[config.mk]
export PLATFORM = sky130hd
export DESIGN_NAME = mod_adder_scheduler
export DESIGN_NICKNAME = d
export VERILOG_FILES = /design/src/rtl/mod_adder_scheduler.sv
export SDC_FILE = /design/constraint.sdc
export NUM_CORES = 1
export LEC_CHECK = 0
export BUFFER_PORTS_ARGS = -buffer_cell sky130_fd_sc_hd__buf_4
export CAP_MARGIN = 20
export CORE_ASPECT_RATIO = 1.75
export CORE_MARGIN = 5
export CORE_UTILIZATION = 42
export CTS_CLUSTER_DIAMETER = 80
export DETAILED_ROUTE_END_ITERATION = 16
export HOLD_SLACK_MARGIN = 0.02
export PLACE_DENSITY = 0.78
export SYNTH_ARGS = -nofsm -noshare
export SYNTH_HDL_FRONTEND = slang
export SYNTH_SLANG_ARGS = --single-unit
[constraint.sdc]
create_clock -name clk -period 2.4 [get_ports clk]
set_input_delay 0.12 -clock clk [delete_from_list [all_inputs] [get_ports clk]]
set_output_delay 0.12 -clock clk [all_outputs]
set_load 0.01 [all_outputs]
[src/rtl/mod_adder_scheduler.sv]
// -----------------------------------------------------------------------------
// mod_adder_scheduler
//
// Round-robin front end that time-shares one external combinational
// modulo-(2^n-k) adder among NUM_REQ requesters. One operation is in flight at
// a time: the winner's operands are registered onto the adder and held for
// SETTLE_CYCLES edges. The sum is then captured and returned with the
// requester index on a valid/ready response channel.
//
// Ports
//   clk, rst            rising-edge clock; synchronous active-high reset
//   req_valid[i]        requester i has an operation pending
//   req_ready[i]        grant to requester i (one-hot or zero, IDLE only)
//   req_a/b/k           packed operands, requester i at [i*WIDTH +: WIDTH]
//   add_a/b/k           registered operands driven onto the shared adder
//   add_sum             sum returned by the shared adder
//   resp_valid/ready    response handshake
//   resp_sum, resp_id   captured sum and index of the served requester
//   busy                high whenever the scheduler is not idle
// -----------------------------------------------------------------------------
module mod_adder_scheduler #(
  parameter int WIDTH         = 7,
  parameter int NUM_REQ       = 4,
  parameter int SETTLE_CYCLES = 2,
  parameter int ID_W          = 2
) (
  input  logic                       clk,
  input  logic                       rst,
  input  logic [NUM_REQ-1:0]         req_valid,
  output logic [NUM_REQ-1:0]         req_ready,
  input  logic [NUM_REQ*WIDTH-1:0]   req_a,
  input  logic [NUM_REQ*WIDTH-1:0]   req_b,
  input  logic [NUM_REQ*WIDTH-1:0]   req_k,
  output logic [WIDTH-1:0]           add_a,
  output logic [WIDTH-1:0]           add_b,
  output logic [WIDTH-1:0]           add_k,
  input  logic [WIDTH-1:0]           add_sum,
  output logic                       resp_valid,
  input  logic                       resp_ready,
  output logic [WIDTH-1:0]           resp_sum,
  output logic [ID_W-1:0]            resp_id,
  output logic                       busy
);

  localparam int              CNT_W    = (SETTLE_CYCLES > 1) ? $clog2(SETTLE_CYCLES) : 1;
  localparam logic [CNT_W-1:0] CNT_LAST = CNT_W'(SETTLE_CYCLES - 1);

  typedef enum logic [1:0] {
    S_IDLE  = 2'd0,
    S_ISSUE = 2'd1,
    S_RESP  = 2'd2
  } state_t;

  state_t             r_state;
  state_t             w_state_nxt;
  logic [ID_W-1:0]    r_rr_ptr;
  logic [CNT_W-1:0]   r_cnt;
  logic [WIDTH-1:0]   r_add_a;
  logic [WIDTH-1:0]   r_add_b;
  logic [WIDTH-1:0]   r_add_k;
  logic               r_resp_valid;
  logic [WIDTH-1:0]   r_resp_sum;
  logic [ID_W-1:0]    r_resp_id;

  logic               w_found;
  logic [ID_W-1:0]    w_win;
  logic [NUM_REQ-1:0] w_ready;
  logic               w_accept;
  logic               w_capture;
  logic [WIDTH-1:0]   w_sel_a;
  logic [WIDTH-1:0]   w_sel_b;
  logic [WIDTH-1:0]   w_sel_k;

  // (base + off) mod NUM_REQ, for base < NUM_REQ and off <= NUM_REQ.
  function automatic logic [ID_W-1:0] wrap_add(input logic [ID_W-1:0] base,
                                               input int off);
    int s;
    s = int'(base) + off;
    if (s >= NUM_REQ) s = s - NUM_REQ;
    return ID_W'(s);
  endfunction

  // Round-robin search: the first valid requester at or after r_rr_ptr wins.
  always_comb begin
    // NOTE: every always_comb output gets a default first so no path leaves it
    // unassigned; an unassigned path would infer a latch.
    w_found = 1'b0;
    w_win   = '0;
    for (int off = 0; off < NUM_REQ; off++) begin
      if (!w_found && req_valid[wrap_add(r_rr_ptr, off)]) begin
        w_found = 1'b1;
        w_win   = wrap_add(r_rr_ptr, off);
      end
    end
  end

  assign w_sel_a = req_a[int'(w_win)*WIDTH +: WIDTH];
  assign w_sel_b = req_b[int'(w_win)*WIDTH +: WIDTH];
  assign w_sel_k = req_k[int'(w_win)*WIDTH +: WIDTH];

  // Next-state and handshake decode.
  always_comb begin
    w_state_nxt = r_state;
    w_accept    = 1'b0;
    w_capture   = 1'b0;
    w_ready     = '0;
    case (r_state)
      S_IDLE: begin
        // The grant only goes to a valid requester, so a grant is an acceptance.
        if (w_found) begin
          w_ready[w_win] = 1'b1;
          w_accept       = 1'b1;
          w_state_nxt    = S_ISSUE;
        end
      end
      S_ISSUE: begin
        if (r_cnt == CNT_LAST) begin
          w_capture   = 1'b1;
          w_state_nxt = S_RESP;
        end
      end
      S_RESP: begin
        if (resp_ready) w_state_nxt = S_IDLE;
      end
      default: w_state_nxt = S_IDLE;
    endcase
    // No grant may be visible while reset is applied.
    if (rst) begin
      w_ready  = '0;
      w_accept = 1'b0;
    end
  end

  always_ff @(posedge clk) begin
    // NOTE: sequential state uses non-blocking assignments so every register
    // samples pre-edge values, independent of statement order.
    if (rst) begin
      r_state      <= S_IDLE;
      r_rr_ptr     <= '0;
      r_cnt        <= '0;
      r_add_a      <= '0;
      r_add_b      <= '0;
      r_add_k      <= '0;
      r_resp_valid <= 1'b0;
      r_resp_sum   <= '0;
      r_resp_id    <= '0;
    end else begin
      r_state <= w_state_nxt;

      // Operands are latched once at acceptance and held until the next grant,
      // so later changes on req_a/b/k cannot disturb the operation in flight.
      if (w_accept) begin
        r_add_a   <= w_sel_a;
        r_add_b   <= w_sel_b;
        r_add_k   <= w_sel_k;
        r_resp_id <= w_win;
        r_rr_ptr  <= wrap_add(w_win, 1);
        r_cnt     <= '0;
      end else if (r_state == S_ISSUE && !w_capture) begin
        r_cnt <= r_cnt + CNT_W'(1);
      end

      if (w_capture) begin
        r_resp_sum   <= add_sum;
        r_resp_valid <= 1'b1;
      end else if (r_state == S_RESP && resp_ready) begin
        r_resp_valid <= 1'b0;
      end
    end
  end

  assign req_ready  = w_ready;
  assign add_a      = r_add_a;
  assign add_b      = r_add_b;
  assign add_k      = r_add_k;
  assign resp_valid = r_resp_valid;
  assign resp_sum   = r_resp_sum;
  assign resp_id    = r_resp_id;
  assign busy       = (r_state != S_IDLE);

endmodule
==> results of run 1 <==
[worst min-delay path, cell delays in order]
cell	delay, ns
buf_4	0.08
nor2_1	0.03
nand2_1	0.05
a21oi_1	0.05
[cells by family (layout without fill, tap and decap cells)]
family,count (synthesis),count (layout),share of synthesized area
buffers and inverters,16,150,0.05161
and+or+nand+nor,64,64,0.1368
AOI/OAI and AO/OA,41,41,0.2351
muxes,43,43,0.2139
xor gates and xnor gates,1,1,0.004354
DFF,36,36,0.3582
[worst max path at each step]
stage	from	endpoint	slack, ns
6_report	r_rr_ptr[1]	req_ready[2]	0.42
5_1_grt	r_rr_ptr[0]	req_ready[1]	0.23
4_1_cts	r_rr_ptr[0]	req_ready[3]	0.40
3_5_place_dp	req_valid[0]	add_k[3]	0.44
3_3_place_gp	req_valid[0]	add_a[5]	0.47
2_1_floorplan	r_rr_ptr[0]	add_a[6]	0.70
[placed cells by master (no fill, tap or decap), drive strengths merged]
cell	Yosys	layout
buf	11	140
mux2i	43	43
dfxtp	36	36
nand2	33	33
o221ai	21	21
nor2	13	13
a21oi	12	12
nand3	7	7
clkbuf	3	6
nor2b	4	4
nand2b	4	4
a211oi	3	3
clkinvlp	0	2
inv	2	2
or2	1	1
a21o	1	1
a221oi	1	1
o32ai	1	1
nor4	1	1
nor3	1	1
a2111oi	1	1
xor2	1	1
o21a	1	1
[sequential cells by signal, summed over array words and instances (netlist names)]
signal and cells:
add_a 7, add_b 7, add_k 7, resp_sum 7
r_rr_ptr 2, r_state 2, resp_id 2, r_cnt 1
resp_valid 1
[report_power, final]
part,switching [W],internal (W)
clock network,0.000225,0.000232
registers,0.0000530,0.000671
logic,0.000319,0.000375
[area by class of cell]
cell class | count | area (sq um)
clock buffer | 6 | 82.58
clock inverter | 2 | 15.01
fill | 394 | 1521
inverter | 2 | 7.507
multi-input combinational | 149 | 1190
sequential | 36 | 720.7
tap | 52 | 65.06
timing repair buffer | 140 | 1064
[routing by layer]
metal	vias up	track usage	part of all wire
li1	999	-	-
met1	946	0.2029	0.34
met2	78	0.3778	0.55
met3	9	0.06770	0.084
met4	0	0.06699	0.021
met5	-	0	0
[through the flow]
stage          std cells    util  cell area (sq um)  hold WS [ns]
6_report             387  0.6739               3144       0.09124
2_1_floorplan        201       -               2012        0.1928
5_1_grt              387  0.6739               3144        0.1017
4_1_cts              387  0.6739               3144       0.08068
3_3_place_gp         379  0.6530               3047        0.3913
3_5_place_dp         379  0.6530               3047        0.3976
==> metrics.cfg, run 1 <==
[outcome]
status = completed

[setup_path]
critical_path_buf_inv_count = 1
worstPathMaxFanout = 7
timing.rr.end = add_a[0]
critical_path_class = flop to output port
path_depth = 5
worstPathRequired_ns = 2.28
critPathLaunchType = flop
regToRegStartpoint = r_rr_ptr[1]
worstSetupEndpointType = output port
worst_path_largest_cell_delay_ns = 0.51
timing.reg2reg.worst_path_depth = 5
crit_arrival_ns = 1.86
setup_slack_of_the_worst_register_to_register_path_ns = 0.52
timing.critical_path.cells = a21oi_1 -> o32ai_2 -> nand2b_1 -> nor2_1 -> buf_4
cp_top_family = flip-flops
slowest_cell_on_the_critical_path = dfxtp_1

[timing]
report.final.hold_viol_count = 0
fin_worst_skew_ns = 0.003460
maxClockFrequency_mhz = 504.8
tightestPinTransition_ns = 0.9659
fin_crit_period_ns = 1.981
timing.final.crit_share = 0.8254
rsz0062_at_grt = false
maxSlewViolCount = 0
layout_setup_ws_ns = 0.4191
setup-tns-final_ns = 0
timing.slew.headroom = 0.3554
total_setup_violations_reported_at_the_end_of_the_flow = 0

[min_path]
worst_hold_startpoint = resp_ready
whs_path_cells = 4
whs_endpoint = r_state[1]
worst_hold_path_type = input port to flop

[global_routing]
antenna_found_initial = 0
overflow = 0
largest_net_degree_at_the_start_of_global_routing = 31
track_usage = 0.2001
grt_pass1_wl_mm = 10.34
vias_in_the_first_global_route = 2110

[place]
gp_congestion = 0.7526
pre_cts_slack_ns = 0.4383
place.detailed.hpwl_mm = 5.121
port-buffer-count = 133

[synth]
yosys_register_bits = 36
synthesis.yosys.warnings = 0
synth.cell_area_sq_um = 2012
synthCells = 201
synthDominantCellAreaShare = 0.3582
syn_nets = 299
synth_top_cells_by_area = dfxtp_1 (36%), mux2i_1 (21%), o221ai_2 (16%)
synth_top_cells_by_count = mux2i_1 (43), dfxtp_1 (36), nand2_1 (33), o221ai_2 (21), nor2_1 (13)
synth_seq_area_share = 0.3582
synth_top_flop_cell = dfxtp_1
syn_area_per_cell_sq_um = 10.01
synth-edff-count = 0
synth_top_area_cell = dfxtp_1
ys_async_sr_fraction = 0
synth.lib_cells_used.distinct = 26
synthMostInstantiatedCell = mux2i_1

[job]
maxCapViolCount = 0

[routing]
firstDrtPassIters = 4
antenna_left = 0
routedWlPerCell_um = 16.43
totalWireLength_mm = 6.357
drcViolationCount = 0
detailed_route_iter0_violations = 44
vias = 2032
drt-vias-per-instance = 5.251

[cells_and_area]
area_added_between_synthesis_and_finish_pct = 56.28
drive_above_1_share = 0.5254
antennaDiodeCount = 0
final_net_count = 432

[clock_tree]
cts-buffers-inserted = 5
cts-root-buf = clkbuf_8
clock_tree.buffer_depth = 2
htree_num_levels = 2
cts.sink_count = 36
cts_post_setup_buffers_inserted = 0
cts.reportedPaths.clkPinSlew_ns = 0.08
cts.hold.buffers_added = 0
clk-insertion-delay-late_ns = 0.28
post_cts_resize_count = 0
tritoncts = done

[power_and_ir_drop]
p_total_w = 0.001876
vdd.ir_drop.worst_uv = 515.9
cellLeakagePower_nw = 1.451
power_density_nw_per_um2 = 596.6

[floorplan]
chipWidth_um = 62.32
ios = 134
initial_utilization = 0.4312
floorplan.die_area_sq_um = 6329
chipHeight_um = 101.6
row_count = 33
placeable_area_sq_um = 4666

Power figures use the tool's default switching activity.
==> run 2: changes to the inputs <==
--- a/config.mk
+++ b/config.mk
@@ -9,11 +9,11 @@
 export CAP_MARGIN = 20
 export CORE_ASPECT_RATIO = 1.75
 export CORE_MARGIN = 5
-export CORE_UTILIZATION = 42
+export CORE_UTILIZATION = 38
 export CTS_CLUSTER_DIAMETER = 80
 export DETAILED_ROUTE_END_ITERATION = 16
 export HOLD_SLACK_MARGIN = 0.02
-export PLACE_DENSITY = 0.78
+export PLACE_DENSITY = 0.75
 export SYNTH_ARGS = -nofsm -noshare
 export SYNTH_HDL_FRONTEND = slang
 export SYNTH_SLANG_ARGS = --single-unit
==> constraint.sdc (replaced) <==
create_clock -name clk -period 1.7 [get_ports clk]
set_input_delay 0.085 -clock clk [delete_from_list [all_inputs] [get_ports clk]]
set_output_delay 0.085 -clock clk [all_outputs]
set_load 0.01 [all_outputs]
==> metrics.cfg, run 2 (synthesized netlist as in run 1, its figures left out) <==
[cells_and_area]
layout.cells.most_common_list = buf_4 (149), dfxtp_1 (34), nand2_1 (32)
layout.cells.most_common = buf_4
drive_above_1_share = 0.6788
finalCoreUtilization = 0.7282
area_added_between_synthesis_and_finish_pct = 88.62
final_net_count = 455
antennaDiodeCount = 0

[global_routing]
antenna_found_initial = 0
vias_in_the_first_global_route = 2284
overflow = 0
track_usage = 0.2015
largest_net_degree_at_the_start_of_global_routing = 24
grt_pass1_wl_mm = 10.83

[routing]
totalWireLength_mm = 7.061
drt-vias-per-instance = 5.245
detailed_route_iter0_violations = 54
routedWlPerCell_um = 17.10
vias = 2166
antenna_left = 0
firstDrtPassIters = 4
drcViolationCount = 0

[floorplan]
initial_utilization = 0.3861
placeable_area_sq_um = 5211
floorplan.die_area_sq_um = 6907
row_count = 35
chipWidth_um = 65.01
ios = 134
chipHeight_um = 106.3

[setup_path]
crit_arrival_ns = 1.87
critPathLaunchType = flop
worstPathRequired_ns = 1.87
cp_top_family = compound AO/OA/AOI/OAI gates
critical_path_class = flop to flop
slowest_cell_on_the_critical_path = dfxtp_4
critical_path_buf_inv_count = 2
worstSetupEndpointType = flop
worstPathMaxFanout = 5
timing.critical_path.cells = nor2b_4 -> a21o_4 -> a211oi_4 -> buf_6 -> clkbuf_16 -> mux2i_1 -> o221ai_2
worst_path_largest_cell_delay_ns = 0.37

[clock_tree]
cts.sink_count = 36
cts.hold.buffers_added = 0
clk-insertion-delay-late_ns = 0.29
htree_num_levels = 2
cts-root-buf = clkbuf_8
cts.reportedPaths.clkPinSlew_ns = 0.08
tritoncts = done
cts-buffers-inserted = 5
clock_tree.buffer_depth = 2

[timing]
fin_crit_period_ns = 1.701
fin_worst_skew_ns = 0.004390
fin_hold_ws_ns = 0.06163
maxSlewViolCount = 0
layout_setup_ws_ns = -0.0008002
tightestPinTransition_ns = 0.5833
total_setup_violations_reported_at_the_end_of_the_flow = 1
report.final.hold_viol_count = 0
maxClockFrequency_mhz = 588.0
setup-tns-final_ns = -0.0008002
rsz0062_at_grt = true
timing.final.crit_share = 1.000
timing.slew.headroom = 0.6102

[place]
place.detailed.hpwl_mm = 5.390
gp_congestion = 0.8394
pre_cts_slack_ns = -0.1168
port-buffer-count = 133

[power_and_ir_drop]
power_density_nw_per_um2 = 832.2
cellLeakagePower_nw = 1.616
p_total_w = 0.003158
vdd.ir_drop.worst_uv = 519.5

[outcome]
violated_checks = negative setup slack
status = finished, violations left

[job]
maxCapViolCount = 0

[min_path]
worst_hold_path_type = input port to flop

[run 2: changes by cell type in the layout (fill, tap and decap cells not counted), moves of 6 or more]
cell     before  now
mux2i_2       0   12
mux2i_4       0   19
buf_6         0    6
buf_4       139  149
mux2i_1      43   12
[run 2: final timing paths]
| kind | cells after the start | endpoint | start | slack (ns) |
|---|---|---|---|---|
| worst max-delay path | 7 | add_b[4] | r_rr_ptr[0] | -0.0008 |
| worst min-delay path | 4 | r_state[1] | resp_ready | 0.06 |
| worst max register to register | 7 | add_b[4] | r_rr_ptr[0] | -0.0008 |
| worst min register to register | 2 | resp_id[1] | resp_id[1] | 0.45 |
[run 2: worst min-delay path: stages]
cell and delay, ns:
buf_4 0.08, nor2_1 0.03, nand2_1 0.05, a21oi_1 0.06
[run 2: layout make-up]
class	instances	area [sq um]
Clock buffer	6	82.58
Clock inverter	2	15.01
Fill cell	389	1416
Inverter	2	10.01
Multi-Input combinational cell	149	1556
Sequential cell	36	725.7
Tap cell	55	68.82
Timing Repair Buffer	163	1336
[run 2: timing repair]
action / 4_1_cts / 5_1_grt
endpoints found under the hold margin: 0 / 0
setup endpoints to repair: 23 / 26
pin swaps: 4 / 13
setup buffers: 2 / 2
gates resized for setup: 29 / 62
gates cloned: 0 / 1
[run 2: per-layer routing]
metal	global-route usage	part of all wire	wire length, um	vias up
met4	0.08926	0.037	263	0
met5	0	0	0	-
met3	0.04017	0.057	401	20
met1	0.2042	0.33	2328	1016
li1	-	-	-	1050
met2	0.3824	0.58	4068	80
[run 2: report_power, final]
part / total [W] / internal [W] / switching [W]
Sequential: 0.00102 / 0.000948 / 0.0000715
Clock: 0.000660 / 0.000328 / 0.000332
Combinational: 0.00148 / 0.000865 / 0.000613
[run 2: metrics by stage]
step	instances	area [sq um]
2_1_floorplan	201	2012
3_3_place_gp	400	3198
3_5_place_dp	400	3198
4_1_cts	410	3461
5_1_grt	413	3795
6_report	413	3795
==> run 3: changes to the inputs <==
--- a/config.mk
+++ b/config.mk
@@ -13,7 +13,7 @@
 export CTS_CLUSTER_DIAMETER = 80
 export DETAILED_ROUTE_END_ITERATION = 16
 export HOLD_SLACK_MARGIN = 0.02
-export PLACE_DENSITY = 0.75
+export PLACE_DENSITY = 0.81
 export SYNTH_ARGS = -nofsm -noshare
 export SYNTH_HDL_FRONTEND = slang
 export SYNTH_SLANG_ARGS = --single-unit
==> metrics.cfg, run 3 (synthesized netlist as in run 1, its figures left out) <==
[outcome]
status = finished, violations left
violated_checks = negative setup slack

[setup_path]
critPathLaunchType = flop
timing.rr.end = add_a[1]
critPathMostFrequentCell = buf_6
slowest_cell_on_the_critical_path = dfxtp_2
regToRegStartpoint = r_rr_ptr[0]
worstSetupEndpointType = output port
timing.reg2reg.worst_path_depth = 7
crit_path_start = r_rr_ptr[0]
critical_path_buf_inv_count = 4
worstPathMaxFanout = 4
timing.critical_path.cells = nor2b_4 -> a21o_4 -> buf_6 -> a221oi_2 -> buf_4 -> inv_4 -> nor2_4 -> buf_6
cp_top_family = compound AO/OA/AOI/OAI gates
setup_slack_of_the_worst_register_to_register_path_ns = 0.01
critical_path_class = flop to output port
worst_path_largest_cell_delay_ns = 0.37
worstPathRequired_ns = 1.62
crit_arrival_ns = 1.67

[power_and_ir_drop]
cellLeakagePower_nw = 1.645
clock_power_share = 0.253
cell_internal_pwr_w = 0.002341
power_density_nw_per_um2 = 889.5
netSwitchingFraction = 0.3059
sequential_fraction_of_design_power = 0.302
power.net_switching_w = 0.001032
power_frac_comb = 0.445
vdd.ir_drop.worst_uv = 781.4

[floorplan]
row_count = 35
placeable_area_sq_um = 5211
chipHeight_um = 106.3
ios = 134
initial_utilization = 0.3861
chipWidth_um = 65.01
floorplan.die_area_sq_um = 6907

[clock_tree]
clk-insertion-delay-late_ns = 0.29
cts.sink_count = 36
clock_tree.buffer_depth = 2
htree_num_levels = 2
cts-root-buf = clkbuf_8
cts-buffers-inserted = 5
tritoncts = done
cts.reportedPaths.clkPinSlew_ns = 0.08
cts.hold.buffers_added = 0

[routing]
drt-vias-per-instance = 5.449
totalWireLength_mm = 7.699
vias = 2245
detailed_route_iter0_violations = 61
drcViolationCount = 0
firstDrtPassIters = 4
antenna_left = 0
routedWlPerCell_um = 18.69

[min_path]
worst_hold_startpoint = resp_ready
whs_path_cells = 4
whs_endpoint = r_state[1]
worst_hold_path_type = input port to flop

[job]
maxCapViolCount = 0

[global_routing]
overflow = 0
grt_pass1_wl_mm = 10.43
antenna_found_initial = 0
vias_in_the_first_global_route = 2225
largest_net_degree_at_the_start_of_global_routing = 24
track_usage = 0.1959

[timing]
timing.final.crit_share = 1.034
fin_worst_skew_ns = 0.008159
fin_crit_period_ns = 1.758
report.final.hold_viol_count = 0
maxClockFrequency_mhz = 568.9
timing.slew.headroom = 0.4592
maxSlewViolCount = 0
tightestPinTransition_ns = 0.8038
rsz0062_at_grt = true
total_setup_violations_reported_at_the_end_of_the_flow = 4
layout_setup_ws_ns = -0.05780

[place]
pre_cts_slack_ns = -0.09164
place.detailed.hpwl_mm = 5.155
gp_congestion = 0.7968
port-buffer-count = 133

[cells_and_area]
fillerInstances = 372
area_added_between_synthesis_and_finish_pct = 88.43
layout.cells.most_common = buf_4
antennaDiodeCount = 0
final_net_count = 454
finalCoreUtilization = 0.7275
layout.cells.most_common_list = buf_4 (149), nand2_1 (33), dfxtp_1 (33)
drive_above_1_share = 0.6667

==> run 3: cell count changes in the layout (fill, tap and decap cells not counted), sizes merged <==
cell	delta
clkinvlp	-2
bufinv	+1
clkbuf	+3
buf	-3
==> run 3: worst reg2reg max path: stages (launching register included) <==
cell and delay, ns:
dfxtp_2 0.37, nor2b_4 0.05, a21o_4 0.19, a211oi_4 0.24
buf_6 0.20, clkbuf_16 0.19, mux2i_4 0.25, o221ai_2 0.11
==> run 3: area by class of cell <==
cell class	instances	area [sq um]	area share
flip-flops and latches	36	724.4	0.1911
inverters	2	10.01	0.002640
repair buffers	162	1369	0.3611
clock inverters	1	30.03	0.007921
multi-input cells	149	1493	0.3937
clock buffers	7	96.34	0.02541
well taps	55	68.82	0.01815
==> run 3: how the worst max path moves through the flow <==
stage                         endpoint  slack, ns  depth (start not counted)
after detailed placement      add_a[1]      -0.09                          6
after floorplan               add_a[6]      0.004                          6
after global placement        add_a[1]      -0.03                          6
after CTS                 req_ready[1]      -0.05                          8
after global routing      req_ready[1]      -0.16                          8
final                     req_ready[1]      -0.06                          8
==> run 3: through the flow <==
stage | std cells | instance area, sq um | total power [W] | hold WS [ns] | TNS (ns)
floorplan | 201 | 2012 | 0.001607 | 0.1578 | 0
global placement | 392 | 3138 | 0.002054 | 0.3655 | -0.05094
detailed placement | 392 | 3138 | 0.002078 | 0.3698 | -0.3217
CTS | 408 | 3430 | 0.003070 | 0.06231 | -0.09893
global route | 412 | 3791 | 0.003514 | 0.07410 | -0.9519
finish | 412 | 3791 | 0.003372 | 0.05989 | -0.1666
==> run 3: routing by layer <==
metal	GRT usage	wire, um
met1	0.1820	2479
met2	0.3846	4329
met3	0.04228	519
met4	0.09380	370
met5	0	0
==> run 3: timing repair <==
action / CTS / global route
gates resized for setup: 19 / 53
gates cloned: 2 / 4
pin swaps: 6 / 15
setup endpoints to repair: 23 / 23
setup buffers: 6 / 1
==> run 3: power groups by stage <==
stage | Clock [W] | Combinational [W] | Sequential [W]
floorplan | 0 | 0.000541 | 0.00107
global route | 0.000896 | 0.00159 | 0.00103
global placement | 0 | 0.00103 | 0.00102
finish | 0.000853 | 0.00150 | 0.00102
CTS | 0.000858 | 0.00120 | 0.00101
detailed placement | 0 | 0.00105 | 0.00103
